## src/rtl/serial_adder_pkg.sv

```systemverilog
// arith_pkg: FSM state encodings and width limit shared by the serial adder files.
package arith_pkg;
  localparam logic [1:0] ST_IDLE  = 2'd0;
  localparam logic [1:0] ST_SHIFT = 2'd1;
  localparam logic [1:0] ST_DONE  = 2'd2;
  localparam int MAX_WIDTH = 32;
endpackage

```

## src/rtl/serial_adder_if.sv

```systemverilog
// serial_adder_if: request/result bundle of the serial adder.
// The ovf signal exists only when SERIAL_ADDER_OVF_EN is defined.
interface serial_adder_if #(parameter int WIDTH = 8);
  logic             start;
  logic [WIDTH-1:0] a;
  logic [WIDTH-1:0] b;
  logic             cin;
  logic             busy;
  logic             done;
  logic [WIDTH-1:0] sum;
  logic             cout;
`ifdef SERIAL_ADDER_OVF_EN
  logic             ovf;
  modport master (output start, a, b, cin, input busy, done, sum, cout, ovf);
  modport slave  (input start, a, b, cin, output busy, done, sum, cout, ovf);
`else
  modport master (output start, a, b, cin, input busy, done, sum, cout);
  modport slave  (input start, a, b, cin, output busy, done, sum, cout);
`endif
endinterface

```

## src/rtl/serial_adder_full_adder_bit.sv

```systemverilog
// full_adder_bit: combinational 1-bit full adder cell.
module full_adder_bit (
  input  logic a,
  input  logic b,
  input  logic cin,
  output logic s,
  output logic co
);
  assign s  = a ^ b ^ cin;
  assign co = (a & b) | (cin & (a ^ b));
endmodule

```

## src/rtl/serial_adder.sv

```systemverilog
// serial_adder: bit-serial A+B+CIN, LSB first, one bit per clock.
// Define SERIAL_ADDER_OVF_EN to add the signed-overflow output ovf.
module serial_adder
  import arith_pkg::*;
#(
  parameter int WIDTH = 8
) (
  input logic           clk,
  input logic           rst_n,
  serial_adder_if.slave bus
);
  localparam int CW = (WIDTH > 1) ? $clog2(WIDTH) : 1;
  logic [1:0]       state_q, state_d;
  logic [CW-1:0]    cnt_q, cnt_d;
  logic [WIDTH-1:0] a_q, a_d, b_q, b_d, sum_sr_q, sum_sr_d, sum_q, sum_d;
  logic             carry_q, carry_d, cout_q, cout_d;
  logic             s_bit, c_bit, load, shift, last;
  full_adder_bit u_fa (
    .a   (a_q[0]),
    .b   (b_q[0]),
    .cin (carry_q),
    .s   (s_bit),
    .co  (c_bit)
  );
  always_comb begin
    load     = (state_q == ST_IDLE) && bus.start;
    shift    = (state_q == ST_SHIFT);
    last     = shift && (cnt_q == CW'(WIDTH - 1));
    state_d  = load ? ST_SHIFT : last ? ST_DONE : (state_q == ST_DONE) ? ST_IDLE : state_q;
    cnt_d    = load ? '0 : shift ? cnt_q + 1'b1 : cnt_q;
    a_d      = load ? bus.a : shift ? a_q >> 1 : a_q;
    b_d      = load ? bus.b : shift ? b_q >> 1 : b_q;
    carry_d  = load ? bus.cin : shift ? c_bit : carry_q;
    sum_sr_d = shift ? {s_bit, sum_sr_q[WIDTH-1:1]} : sum_sr_q;
    sum_d    = last ? sum_sr_d : sum_q;
    cout_d   = last ? c_bit : cout_q;
  end
  always_ff @(posedge clk or negedge rst_n) begin
    if (!rst_n) begin
      state_q  <= ST_IDLE;
      cnt_q    <= '0;
      a_q      <= '0;
      b_q      <= '0;
      carry_q  <= 1'b0;
      sum_sr_q <= '0;
      sum_q    <= '0;
      cout_q   <= 1'b0;
    end else begin
      state_q  <= state_d;
      cnt_q    <= cnt_d;
      a_q      <= a_d;
      b_q      <= b_d;
      carry_q  <= carry_d;
      sum_sr_q <= sum_sr_d;
      sum_q    <= sum_d;
      cout_q   <= cout_d;
    end
  end
`ifdef SERIAL_ADDER_OVF_EN
  logic ovf_q;
  // on the final bit carry_q is the carry into the MSB
  always_ff @(posedge clk or negedge rst_n) begin
    if (!rst_n) ovf_q <= 1'b0;
    else if (last) ovf_q <= carry_q ^ c_bit;
  end
  assign bus.ovf = ovf_q;
`endif
  assign bus.busy = (state_q == ST_SHIFT);
  assign bus.done = (state_q == ST_DONE);
  assign bus.sum  = sum_q;
  assign bus.cout = cout_q;
endmodule

```

## src/flat_wrapper.sv

```systemverilog
// flat-port wrapper written by rule: the top's interface ports become plain ports
module serial_adder_flat import arith_pkg::*;
#(
  parameter int WIDTH = 8
)
  (clk, rst_n, bus_start, bus_a, bus_b, bus_cin, bus_busy, bus_done, bus_sum, bus_cout);
  serial_adder_if #(.WIDTH(WIDTH)) bus_i ();
  input logic clk;
  input logic rst_n;
  input wire logic [$bits(bus_i.start)-1:0] bus_start;
  input wire logic [$bits(bus_i.a)-1:0] bus_a;
  input wire logic [$bits(bus_i.b)-1:0] bus_b;
  input wire logic [$bits(bus_i.cin)-1:0] bus_cin;
  output wire logic [$bits(bus_i.busy)-1:0] bus_busy;
  output wire logic [$bits(bus_i.done)-1:0] bus_done;
  output wire logic [$bits(bus_i.sum)-1:0] bus_sum;
  output wire logic [$bits(bus_i.cout)-1:0] bus_cout;
  assign bus_i.start = bus_start;
  assign bus_i.a = bus_a;
  assign bus_i.b = bus_b;
  assign bus_i.cin = bus_cin;
  assign bus_busy = bus_i.busy;
  assign bus_done = bus_i.done;
  assign bus_sum = bus_i.sum;
  assign bus_cout = bus_i.cout;
  serial_adder #(.WIDTH(WIDTH)) u_core (.clk(clk), .rst_n(rst_n), .bus(bus_i));
endmodule
```

## config.mk

```make
export PLATFORM = sky130hd
export DESIGN_NAME = serial_adder_flat
export DESIGN_NICKNAME = d
export VERILOG_FILES = /design/src/rtl/serial_adder_pkg.sv /design/src/rtl/serial_adder_if.sv /design/src/rtl/serial_adder_full_adder_bit.sv /design/src/rtl/serial_adder.sv /design/src/flat_wrapper.sv
export SDC_FILE = /design/constraint.sdc
export NUM_CORES = 1
export LEC_CHECK = 0
export ABC_AREA = 1
export CAP_MARGIN = 20
export CORE_MARGIN = 1
export CORE_UTILIZATION = 40
export DETAILED_ROUTE_END_ITERATION = 12
export GPL_ROUTABILITY_DRIVEN = 0
export PLACE_DENSITY_LB_ADDON = 0.08
export RECOVER_POWER = 100
export SLEW_MARGIN = 20
export SYNTH_ARGS = -nofsm -noshare
export SYNTH_HDL_FRONTEND = slang
export SYNTH_SLANG_ARGS = --single-unit
```

## constraint.sdc

```tcl
create_clock -name clk -period 2.9 [get_ports clk]
set_clock_uncertainty 0.2 [all_clocks]
set_input_delay 0.29 -clock clk [delete_from_list [all_inputs] [get_ports clk]]
set_output_delay 0.29 -clock clk [all_outputs]
set_load 0.01 [all_outputs]
```

==> summary.txt <==
Run status
  • Status: complete, no violations

Flow run
  • Max-Cap Viols: 0

Synthesis
  • Distinct cells, synth: 17
  • Post-synthesis simple-gate area fraction: 0.320
  • Largest family of logic cells by synthesized area: simple AND/OR/NAND/NOR gates
  • Syn_nets: 206
  • Synth top area share: 0.576
  • Post-synth top area cell: dfrtp_1
  • Cells after Synth: 183
  • Number of synthesized flops with an enable pin: 0
  • Syn Std Cell Area: 1650 µm²
  • Synth Register Bits: 38
  • Top_reg_cell synth: dfrtp_1
  • Seq/Total Area, Yosys: 0.576
  • Post-Syn Area per Cell: 9.02 µm²
  • Top cells by area, synth: dfrtp_1, nand3_1, nand2_1
  • Mux share of post-synthesis cell area: 0
  • Synth warn: 0
  • Synth Area in Compound Gates: 0.0273
  • Top-count cell post-synth: nand2_1
  • Adder-cell share of the synthesized area: 0.0273
  • XOR/XNOR share of the synthesized area: 0
  • Async SR Flop Fraction: 1.00
  • Most frequent cells after synthesis: nand2_1, nand3_1, dfrtp_1

Clock network
  • Clk sinks: 38
  • TritonCTS Buffers: 5
  • CTS root buf: clkbuf_8
  • CTS tree: yes
  • Reg clk slew, reported paths: 70 ps
  • Htree depth: 2
  • Clk buf depth: 2
  • Clk Latency, worst-skew pair: 280 ps

Layout
  • Final instance area: 2040 µm²
  • Fillcell total: 362
  • Nets: 237
  • Antenna diodes: 0
  • Area Growth Syn to Fin: 23.5%
  • Share of layout cells above drive strength 1: 0.0607

Setup path
  • Worst reg2reg setup slack: 640 ps
  • Setup crit end kind: flip-flop
  • CP Class: reg -> reg
  • Crit path max fanout: 25
  • CP arrival: 2230 ps
  • Crit-path cells: inv_2 -> nor2_4 -> clkbuf_1 -> nand2_2 -> nand2_1 -> nand2_1
  • Slowest stage delay, CP: 810 ps
  • RR Startpoint: u_core.state_q[0]
  • FF-to-FF path depth: 6
  • CP startpoint kind: flip-flop
  • CP required: 2870 ps
  • R2R Path End: u_core.bus.sum[6]
  • Most used cell, CP: nand2_1
  • CP max-delay cell: clkbuf_1

Power
  • Leak Pwr: 1.02 nW
  • Worst IR Drop VDD: 0.349 mV
  • Power Dens Cells: 913 nW/µm²

GRT
  • Vias in the first global route: 1225
  • Pin count of the biggest net entering global routing: 39
  • First-pass GRT wire length: 5.50 mm
  • Gr ovfl total: 0
  • Initial antenna violation count: 0
  • GRT Util Overall: 0.170

Drt
  • Final ANT Viol Nets: 0
  • Vias: 1330
  • Detailed Route WL: 3.18 mm
  • Initial DRC count: 123
  • Vias/cell: 5.08
  • DRC violations left: 0
  • Routed WL per cell: 12.1 µm
  • 1st-pass router iterations: 4

Floorplanning
  • I/O Pins: 31
  • Starting Density: 0.434
  • Die H: 66.2 µm
  • Die area: 4390 µm²
  • Die Wd: 66.2 µm
  • CORE AREA: 3800 µm²
  • Rows: 22

Timing
  • Final slew viol count: 0
  • Period utilization: 0.778
  • Final count of negative-setup-slack endpoints: 0
  • Worst Tran Pin Value: 1090 ps
  • Setup TNS Final: 0 ps
  • FMAX: 443 MHz
  • Post-layout min period: 2260 ps
  • Final hold viol count: 0
  • Rel. slew slack: 0.274
  • RSZ-0062 raised after global routing: no

Worst hold path
  • Hold_sp: u_core.sum_sr_q[6]
  • Hold Path Sink: u_core.bus.sum[5]
  • Hold Crit Class: reg -> reg
  • Hold Path Depth: 2

Placement
  • Post-DP HPWL: 2.10 mm
  • IO buf count: 30
  • Dpl cell area: 1970 µm²
==> metrics by stage <==
stage	power [mW]	util	hold slack, ps	setup slack [ps]	cells
2_1_floorplan	1.34	-	-206	1520	183
3_3_place_gp	1.57	0.518	235	848	254
3_5_place_dp	1.59	0.518	243	803	254
4_1_cts	1.93	0.542	275	949	262
5_1_grt	2.03	0.537	303	437	262
6_report	1.86	0.537	272	645	262
==> metal layers <==
metal / track usage / up-vias / routed length [µm] / part of all wire
li1: - / 662 / - / -
met1: 0.207 / 631 / 1480 / 0.47
met2: 0.279 / 32 / 1510 / 0.48
met3: 0.0414 / 5 / 138 / 0.043
met4: 0.0798 / 0 / 48 / 0.015
met5: 0 / - / 0 / 0
==> worst max-delay path, delay by kind of cell, from the launching register on <==
kind	cells	cell delay [ps]
buf+inv	2	890
flops	1	440
simple gates	4	610
==> area by class of cell <==
cell class | count | area [µm²] | area share
clock buffer | 5 | 68.8 | 0.0338
clock inverter | 2 | 10.0 | 0.00491
inverter | 6 | 22.5 | 0.0110
multi-input combinational | 129 | 602 | 0.295
sequential | 38 | 951 | 0.467
tap | 48 | 60.1 | 0.0295
timing repair buffer | 34 | 324 | 0.159
==> state kept, by name, summed over array words and instances (netlist names) <==
name,flops
u_core.carry_q,1
u_core.cnt_q,3
u_core.sum_sr_q,7
u_core.state_q,2
u_core.a_q,8
u_core.bus.sum,8
u_core.b_q,8
u_core.bus.cout,1
==> cells by family (layout without fill, tap and decap cells) <==
family	after synthesis	in the layout
simple gates	117	117
flops	38	38
compound gates	9	9
buf+inv	16	47
fa+ha+maj	3	3
==> worst max-delay path by stage <==
stage,to,slack (ps),cells past startpoint,from
CTS,bus_done,950,3,u_core.state_q[1]
detailed placement,u_core.b_q[7],800,6,bus_start
global placement,u_core.cnt_q[0],850,5,bus_start
floorplan,u_core.bus.sum[7],1520,6,u_core.cnt_q[0]
finish,u_core.bus.sum[6],640,6,u_core.state_q[0]
global route,u_core.bus.cout,440,6,u_core.state_q[0]
==> cells in the final DEF (no fill, tap or decap), drive strengths merged <==
cell	Yosys	routed
inv	6	6
nand3	50	50
buf	8	2
clkdlybuf4s50	0	17
dfrtp	38	38
clkinv	0	2
nand2	62	62
ha	2	2
a21oi	2	2
clkbuf	2	7
fa	1	1
o21ai	7	7
nor2	5	5
dlygate4sd3	0	13
==> power by group <==
group	internal [mW]	switching (mW)
logic	0.274	0.423
clock network	0.161	0.172
registers	0.719	0.112
==> repair_timing <==
item	CTS	global route
buffers inserted	0	0
resized for setup	0	0
endpoints found under the hold margin	38	0
hold buffers	1	0
Note: power is estimated with default switching activity, not from simulation.
